==> src/rtl/mmu_feeder.sv <==
// Weight/activation sequencer feeding a weight-stationary SIZE x SIZE systolic array.
// Define MMU_FEEDER_RESULT_TAG_EN to generate result_valid from a delayed issue strobe.
module mmu_feeder_lane #(
  parameter int BIT_WIDTH = 8,
  parameter int DEPTH     = 1
) (
  input  logic                 clk,
  input  logic                 reset,
  input  logic [BIT_WIDTH-1:0] i_din,
  output logic [BIT_WIDTH-1:0] o_dout
);
  logic [BIT_WIDTH-1:0] r_sh [DEPTH];

  always_ff @(posedge clk or negedge reset) begin
    if (!reset) begin
      for (int d = 0; d < DEPTH; d++) r_sh[d] <= '0;
    end else begin
      r_sh[0] <= i_din;
      for (int d = 1; d < DEPTH; d++) r_sh[d] <= r_sh[d-1];
    end
  end

  assign o_dout = r_sh[DEPTH-1];
endmodule

module mmu_feeder #(
  parameter int BIT_WIDTH = 8,
  parameter int SIZE      = 4
) (
  input  logic                      clk,
  input  logic                      reset,
  input  logic                      i_wt_valid,
  output logic                      o_wt_ready,
  input  logic [SIZE*BIT_WIDTH-1:0] i_wt_row,
  input  logic                      i_act_valid,
  output logic                      o_act_ready,
  input  logic [SIZE*BIT_WIDTH-1:0] i_act_vec,
  input  logic                      i_act_last,
  output logic                      o_control,
  output logic [BIT_WIDTH-1:0]      o_wt_arr   [SIZE],
  output logic [BIT_WIDTH-1:0]      o_data_arr [SIZE],
  output logic                      o_issue_valid,
  output logic                      o_result_valid,
  output logic                      o_busy
);
  localparam int CW = $clog2(2*SIZE);
  localparam int IW = $clog2(SIZE);

  typedef enum logic [1:0] {IDLE, LOAD, STREAM, DRAIN} state_t;

  state_t                         r_state, w_state_nxt;
  logic [CW-1:0]                  r_cnt, w_cnt_nxt;
  logic [SIZE*BIT_WIDTH-1:0]      r_buf [SIZE];
  logic [SIZE*BIT_WIDTH-1:0]      r_wt_row, w_wt_nxt;
  logic [IW-1:0]                  w_ld_idx;
  logic                           r_control;
  logic                           r_issue_valid;
  logic                           w_act_acc;
  logic [SIZE-1:0][BIT_WIDTH-1:0] w_act_inj;

  assign w_act_acc = i_act_valid && (r_state == STREAM);
  assign w_act_inj = w_act_acc ? i_act_vec : '0;
  assign o_busy    = (r_state != IDLE);

  always_comb begin
    w_state_nxt = r_state;
    w_cnt_nxt   = r_cnt;
    w_wt_nxt    = '0;
    o_wt_ready  = 1'b0;
    o_act_ready = 1'b0;
    // LOAD cycle k presents buf[SIZE-1-k]; the register stage means we fetch one ahead.
    w_ld_idx    = IW'(SIZE-2) - IW'(r_cnt);
    case (r_state)
      IDLE: begin
        o_wt_ready = 1'b1;
        if (i_wt_valid) begin
          if (r_cnt == CW'(SIZE-1)) begin
            w_state_nxt = LOAD;
            w_cnt_nxt   = '0;
            w_wt_nxt    = i_wt_row;
          end else begin
            w_cnt_nxt = r_cnt + CW'(1);
          end
        end
      end
      LOAD: begin
        if (r_cnt == CW'(SIZE-1)) begin
          w_state_nxt = STREAM;
          w_cnt_nxt   = '0;
        end else begin
          w_cnt_nxt = r_cnt + CW'(1);
          w_wt_nxt  = r_buf[w_ld_idx];
        end
      end
      STREAM: begin
        o_act_ready = 1'b1;
        if (i_act_valid && i_act_last) begin
          w_state_nxt = DRAIN;
          w_cnt_nxt   = '0;
        end
      end
      DRAIN: begin
        // 2*SIZE-1 zero cycles flush the deepest lane plus the array's diagonal.
        if (r_cnt == CW'(2*SIZE-2)) begin
          w_state_nxt = IDLE;
          w_cnt_nxt   = '0;
        end else begin
          w_cnt_nxt = r_cnt + CW'(1);
        end
      end
      default: begin
        w_state_nxt = IDLE;
        w_cnt_nxt   = '0;
      end
    endcase
  end

  always_ff @(posedge clk or negedge reset) begin
    if (!reset) begin
      r_state       <= IDLE;
      r_cnt         <= '0;
      r_wt_row      <= '0;
      r_control     <= 1'b0;
      r_issue_valid <= 1'b0;
      for (int k = 0; k < SIZE; k++) r_buf[k] <= '0;
    end else begin
      r_state       <= w_state_nxt;
      r_cnt         <= w_cnt_nxt;
      r_wt_row      <= w_wt_nxt;
      r_control     <= (w_state_nxt == LOAD);
      r_issue_valid <= w_act_acc;
      if (r_state == IDLE && i_wt_valid) r_buf[IW'(r_cnt)] <= i_wt_row;
    end
  end

  assign o_control     = r_control;
  assign o_issue_valid = r_issue_valid;

  for (genvar g = 0; g < SIZE; g++) begin : g_lane
    assign o_wt_arr[g] = r_wt_row[g*BIT_WIDTH +: BIT_WIDTH];
    mmu_feeder_lane #(.BIT_WIDTH(BIT_WIDTH), .DEPTH(g+1)) u_lane (
      .clk    (clk),
      .reset  (reset),
      .i_din  (w_act_inj[g]),
      .o_dout (o_data_arr[g])
    );
  end

`ifdef MMU_FEEDER_RESULT_TAG_EN
  logic [SIZE:0] r_vld_pipe;

  always_ff @(posedge clk or negedge reset) begin
    if (!reset) r_vld_pipe <= '0;
    else        r_vld_pipe <= {r_vld_pipe[SIZE-1:0], r_issue_valid};
  end

  assign o_result_valid = r_vld_pipe[SIZE];
`else
  assign o_result_valid = 1'b0;
`endif
endmodule

==> config.mk <==
export PLATFORM = sky130hd
export DESIGN_NAME = mmu_feeder
export DESIGN_NICKNAME = d
export VERILOG_FILES = /design/src/rtl/mmu_feeder.sv
export SDC_FILE = /design/constraint.sdc
export NUM_CORES = 1
export LEC_CHECK = 0
export BUFFER_PORTS_ARGS = -buffer_cell sky130_fd_sc_hd__buf_2
export CAP_MARGIN = 20
export CORE_MARGIN = 4
export CORE_UTILIZATION = 62
export CTS_BUF_LIST = sky130_fd_sc_hd__clkbuf_4 sky130_fd_sc_hd__clkbuf_8 sky130_fd_sc_hd__clkbuf_16
export CTS_CLUSTER_SIZE = 16
export DETAILED_ROUTE_END_ITERATION = 10
export PLACE_DENSITY = 0.87
export SLEW_MARGIN = 15
export SYNTH_ARGS = -nofsm -noshare
export SYNTH_HDL_FRONTEND = slang
export SYNTH_SLANG_ARGS = --single-unit
==> constraint.sdc <==
create_clock -name clk -period 7.1 [get_ports clk]
set_clock_uncertainty 0.1 [all_clocks]
set_input_delay 0 -clock clk [delete_from_list [all_inputs] [get_ports clk]]
set_output_delay 0 -clock clk [all_outputs]
set_load 0.02 [all_outputs]
==> results of run 1 <==
-- power breakdown --
group,switching (uW),internal (uW),total [uW]
Sequential,191,1740,1930
Clock,517,782,1300
Combinational,517,688,1200
Total,1220,3210,4430
-- stage by stage --
step                      instances  total power [uW]  hold slack (ns)
after floorplan                 574              2776          -0.3956
after global placement          870              2962         -0.04200
after detailed placement        873              3045         -0.01178
after CTS                      1018              4430          0.05599
after global routing           1018              4618          0.09967
final                          1018              4434          0.03545
-- registers in the layout, summed over array words and instances, names as in the netlist --
| register | count |
|---|---|
| o_issue_valid | 1 |
| o_control | 1 |
| g_lane.u_lane.o_dout | 32 |
| g_lane.u_lane.r_sh | 48 |
| r_state | 2 |
| r_cnt | 3 |
| r_wt_row | 32 |
| r_buf | 128 |
-- final timing paths --
check,from,to,cells after the start
max,r_cnt[0]$_DFFE_PN0P_,r_wt_row[31]$_DFF_PN0_,5
min reg2reg,g_lane[3].u_lane.r_sh[31]$_DFF_PN0_,g_lane[3].u_lane.r_sh[23]$_DFF_PN0_,0
min in group clk,i_wt_row[0],r_wt_row[0]$_DFF_PN0_,3
max in group asynchronous,reset,r_buf[20]$_DFFE_PN0P_,3
max reg2reg,r_cnt[0]$_DFFE_PN0P_,r_wt_row[31]$_DFF_PN0_,5
min,reset,r_buf[117]$_DFFE_PN0P_,2
-- what timing repair did --
item / 4_1_cts / 5_1_grt
gates resized for setup: 0 / 0
hold buffers: 101 / 0
setup endpoints to repair: 0 / 0
hold endpoints to repair: 299 / 0
-- worst max-delay path, stage by stage, from the launching register on --
cell     delay, ns
dfrtp_2       0.35
buf_4         0.58
inv_1         0.16
ha_2          1.01
mux4_2        0.42
a22o_1        0.24
-- final cells by class --
type                       count  share of cell area
clock buffer                  39             0.06208
multi-input combinational    258              0.2694
tap                          216             0.02166
inverter                       7            0.002106
timing repair buffer         246              0.1452
clock inverter                 5            0.004012
sequential                   247              0.4955
-- per-layer routing --
| layer | vias up | global-route usage | part of all wire |
|---|---|---|---|
| met5 | - | 0 | 0 |
| met4 | 0 | 0.06719 | 0.016 |
| met3 | 35 | 0.05126 | 0.060 |
| met2 | 192 | 0.4726 | 0.55 |
| met1 | 3085 | 0.3188 | 0.38 |
| li1 | 2453 | - | - |
-- cells by family after synthesis --
group | count (synthesis) | share of synthesized area
muxes | 161 | 0.2616
AOI/OAI and AO/OA | 40 | 0.03432
buffers and inverters | 69 | 0.04955
adders and majority gates | 6 | 0.007489
and+or+nand+nor | 50 | 0.03008
DFF | 247 | 0.6166
other | 1 | 0.0003741
-- layout by cell type, fill, tap and decap left out, types with 2 or more instances in the layout --
cell,count
dfrtp_1,246
buf_2,136
mux2_4,120
dlygate4sd3_1,101
and3_1,33
mux4_2,32
a22o_1,32
clkbuf_16,25
mux2_2,8
inv_1,7
clkbuf_8,7
clkbuf_4,7
and3_2,5
ha_1,5
buf_4,5
clkinv_2,4
nor2_1,2
nand2_1,2
nand3_1,2
a2bb2oi_1,2
buf_12,2
==> metrics.md, run 1 <==
| Metric | Value |
|---|---|
| Placed Area | 0.01064 mm2 |
| Area of the multi-input gates | 0.003361 mm2 |
| Max Slew Vio Count | 0 |
| Status | complete, no violations |
| Vias per Instance | roughly 5.7 |
| Worst slack, placed | 4.086 ns |
| Share of the synthesized area in the top cell type | 0.6166 |
| Core Util, Final | 0.7854 |
| Required @ worst endpoint | 7.39 ns |
| Gate Count Post-Synth | 574 |
| Final min period | 3.003 ns |
| Final worst-path setup slack | about 4 ns |
| Final instance area | 0.01248 mm2 |
| Primary FF master, synth | dfrtp_1 |
| Layout cells sized above 1 | 0.4489 |
| Die area | 0.01827 mm2 |
| Area leader, netlist | dfrtp_1 |
| Leakage | 0.006427 uW |
| Row count | 46 |
| Finish-stage setup viols | 0 |
| GRT Util Overall | 0.2594 |
| Final Net Count | 859 |
| DRT Wirelength | 23160 um |
| Drt pass-1 iters | 4 |
| H-tree levels | 1 |
| Final Hold Fails | 0 |
| TritonCTS clock tree | built |
| Num ports | 139 |
| Slew HR | 0.3425 |
| Tightest Hold Check Type | input port to async pin |
| CP Capture Type | register |
| PortBufs | 137 |
| Worst slew pin tran | 0.9839 ns |
| Clock Sinks | 247 |
| Most frequent cell after synthesis | dfrtp_1 |
| Synth Area per Inst | between 15 and 20 um2 |
| Seq. cell area | 0.006182 mm2 |
| Root Driver | clkbuf_16 |
| Initial antenna violation count | 0 |
| Most frequent cells after synthesis | 247 x dfrtp_1, 120 x mux2_4, 38 x and3_1, 32 x a22o_1, 32 x mux4_2 |
| Num CTS Buffers | 24 |
| Clk slew on worst S/H paths | approximately 0.06 ns |
| Drt drc | 0 |
| PwrDens | 355.4 mW/mm2 |
| Overall die width | 135.2 um |
| Post-CTS Setup Inserts | 0 |
| Final period util | 0.4229 |
| Final Wtd Congestion | 0.7958 |
| Number of diodes | 0 |
| Ranking of synthesized cells by area | dfrtp_1 62%, mux2_4 18%, mux4_2 7.2%, a22o_1 2.8%, and3_1 2.4% |
| FF+latch count, synth | 247 |
| Vias in the first global route | 6775 |
| Clock Path Buffers | 3 |
| # fillers | about 830 |
| Max-cap viol count | 0 |
| Fmax | 333.1 MHz |
| Via count | slightly below 6k |
| Initial core utilization | 0.6311 |
| Initial DRC Count | 401 |
| R2r setup slk | 4.10 ns |
| Netlist cell types | 31 |
| Async set-or-reset flop fraction in the synthesized netlist | 1.000 |
| Syn-to-layout area delta | 24.45% |
| Synth warn | 0 |
| Sequential area share after synthesis | 0.6166 |
| First-pass GRT wire length | between 30000 and 40000 um |
| Worst EP arrival | between 3 and 4 ns |
| Placeable Area | 0.01589 mm2 |
| Largest net degree at the start of global routing | 105 |
| Mapped Area | 0.01002 mm2 |
| Gr ovfl total | 0 |
| DR WL/cell | 22.75 um |
| Die H | 135.2 um |
| Worst Path Max Fanout | 37 |
| DRT antenna net count | 0 |
| WS Path Type | register to register |
| Max IR drop VDD | approximately 0.23 mV |
| Setup repair after global routing missed its margin | no |
| Latest clock arrival within the worst-skew pair | 0.50 ns |
| Setup TNS | 0 ns |
| Number of flops mapped to enable cells by yosys | 0 |
| Syn Nets | 649 |
| Detailed Place HPWL | roughly 12000 um |
| CP startpoint kind | register |
Note: power is estimated with default switching activity, not from simulation.
==> run 2, diff against run 1 <==
CORE_UTILIZATION = 52   (was 62)
PLACE_DENSITY = 0.78   (was 0.87)
clock period = 2.45 ns   (was 7.1 ns; I/O delays follow)
==> run 2 against run 1 <==
Net effect:
- register-to-register slack got worse by 3.9 ns
- sequential power rose to 2.9 times the previous value
- hold slack improved by 0.18 ns
- utilization fell by 10 points
- first-iteration DRC count fell by 3.0%
- cell count rose by 6.0%
- sequential share of layout area fell by 1.5 points
- total power rose to 3.0 times the previous value
- routed wire length fell by 2.8%
- count of clock-buffer cells in the layout fell by 6
- die area rose by 18%
- critical path type unchanged
==> metrics.md, run 2 (same netlist as run 1, synthesis figures left out) <==
| Metric | Value |
|---|---|
| Vias per Instance | 5.319 |
| Worst Path Max Fanout | 25 |
| Top Family by Delay on Critical Path | buffers and inverters |
| Initial antenna violation count | 1 |
| PwrDens | 1045 mW/mm2 |
| Number of flip-flops in the largest register | 128 |
| Crit path buf inv count | 3 |
| PortBufs | 137 |
| Finish-stage setup viols | 0 |
| Worst slew pin tran | 0.5734 ns |
| Seq. cell area | 0.006182 mm2 |
| Gr ovfl total | 0 |
| Biggest register | r_buf |
| GRT Util Overall | 0.2103 |
| R2r setup slk | 0.24 ns |
| Clk slew on worst S/H paths | about 0.06 ns |
| Final min period | 2.209 ns |
| Vias in the first global route | 6586 |
| Hold slack | between 0.2 and 0.25 ns |
| Leakage | 0.006572 uW |
| Top flop regs | r_buf x128, g_lane.u_lane.r_sh x48 |
| CP startpoint kind | register |
| DRT Wirelength | about 23000 um |
| Setup TNS | 0 ns |
| DR WL/cell | ~21 um |
| Syn-to-layout area delta | 28.36% |
| Root Driver | clkbuf_16 |
| DRT antenna net count | 0 |
| R2r startpoint | r_state[1]$_DFF_PN0_ |
| Drt drc | 0 |
| Overall die width | 146.8 um |
| Final period util | 0.9018 |
| Latest clock arrival within the worst-skew pair | 0.52 ns |
| H-tree levels | 1 |
| Worst EP arrival | about 2.6 ns |
| Worst Hold Depth | 3 |
| Final Net Count | 874 |
| Stages on worst setup path | 5 |
| Row count | 50 |
| Cells on worst reg2reg path | 5 |
| Via count | 5739 |
| Num ports | approximately 140 |
| Status | complete, no violations |
| Placeable Area | 0.01883 mm2 |
| WS Path Type | register to register |
| Detailed Place HPWL | roughly 12000 um |
| Final worst-path setup slack | 0.2406 ns |
| Fmax | 452.6 MHz |
| Die area | 0.02156 mm2 |
| Required @ worst endpoint | 2.80 ns |
| CP max stage cell | dlygate4sd3_1 |
| Core Util, Final | 0.6833 |
| Clock Path Buffers | 3 |
| Max Slew Vio Count | 0 |
| Max IR drop VDD | 0.6393 mV |
| HP Start | i_wt_row[5] |
| Largest net degree at the start of global routing | between 80 and 90 |
| Layout cells sized above 1 | 0.4597 |
| # fillers | 1202 |
| Die H | 146.8 um |
| Crit-path max cell delay | roughly 0.57 ns |
| Area of the multi-input gates | 0.003363 mm2 |
| Worst slack, placed | 0.3560 ns |
| Crit-path cells | inv_1 > nor2_2 > buf_4 > and3_1 > dlygate4sd3_1 |
| Initial core utilization | 0.5324 |
| Initial DRC Count | approximately 390 |
| Commonest non-fill, non-tap cell in the layout | dfrtp_1 |
| Post-CTS Setup Inserts | 0 |
| CP Capture Type | register |
| Clock Sinks | 247 |
| Num CTS Buffers | 26 |
| Max-cap viol count | 0 |
| Worst Hold Endpoint | r_wt_row[5]$_DFF_PN0_ |
| Crit Reg-Reg Endpoint | g_lane[2].u_lane.r_sh[16]$_DFF_PN0_ |
| Final Power | 13440 uW |
| Tightest Hold Check Type | input port to register |
| Setup repair after global routing missed its margin | no |
| Final Hold Fails | 0 |
| First-pass GRT wire length | 36120 um |
| Most frequent cells in the layout | 246 x dfrtp_1, 136 x buf_2, 120 x mux2_4, 102 x dlygate4sd3_1, 33 x and3_1 |
| Drt pass-1 iters | 4 |
| TritonCTS clock tree | built |
| Final Wtd Congestion | ~0.76 |
| Slew HR | 0.6177 |
run 2: cell types whose count changed in the layout (fill, tap and decap cells not counted), moves of 2 or more:
cell,delta
buf_12,+9
buf_4,+3
bufinv_16,+4
clkbuf_16,+2
clkbuf_4,-4
clkbuf_8,-4
clkinv_2,+2
clkinvlp_4,+2
run 2: how the worst max path moves through the flow:
stage | from | end | slack, ns
3_3_place_gp | r_cnt[0]$_DFFE_PN0P_ | r_buf[64]$_DFFE_PN0P_ | 0.40
6_report | r_state[1]$_DFF_PN0_ | g_lane[2].u_lane.r_sh[16]$_DFF_PN0_ | 0.24
4_1_cts | r_state[1]$_DFF_PN0_ | g_lane[0].u_lane.o_dout[6]$_DFF_PN0_ | 0.13
5_1_grt | r_state[1]$_DFF_PN0_ | g_lane[2].u_lane.r_sh[16]$_DFF_PN0_ | 0.10
2_1_floorplan | r_cnt[0]$_DFFE_PN0P_ | r_wt_row[10]$_DFF_PN0_ | 0.1
3_5_place_dp | r_cnt[0]$_DFFE_PN0P_ | r_buf[64]$_DFFE_PN0P_ | 0.36
run 2: timing repair:
action	in CTS	in global routing
resized for setup	0	1
hold endpoints to repair	444	0
hold buffers	103	0
endpoints found under the setup margin	0	25
run 2: routing by layer:
metal	GRT usage	routed length, um	share of wire	up-vias
met4	0.07150	626	0.028	0
li1	-	-	-	2487
met1	0.2771	9378	0.42	3016
met2	0.3602	11570	0.51	187
met5	0	0	0	-
met3	0.03208	930	0.041	49
run 2: area by class of cell:
cell class / count / area share
Clock inverter: 14 / 0.01585
Clock buffer: 33 / 0.05747
Sequential cell: 247 / 0.4805
Antenna cell: 1 / 0.0001945
Multi-Input combinational cell: 258 / 0.2614
Inverter: 7 / 0.002042
Timing Repair Buffer: 259 / 0.1573
Tap cell: 260 / 0.02528
run 2: stage by stage:
step | std cells | area, um2
final | 1079 | 12870
after global routing | 1079 | 12870
after CTS | 1078 | 12860
after detailed placement | 928 | 10870
after global placement | 928 | 10870
after floorplan | 574 | 10020
run 2: worst min-delay path, stage by stage:
cell and delay (ns):
dlygate4sd3_1 0.52, buf_2 0.15, a22o_1 0.14
run 2: where the power goes:
group          switching, uW  internal (uW)  leakage, uW  total [uW]
sequential               546           5040      0.00336        5590
clock                   1600           2660     0.000467        4270
combinational           1490           2090      0.00274        3590
total                   3640           9800      0.00657       13400
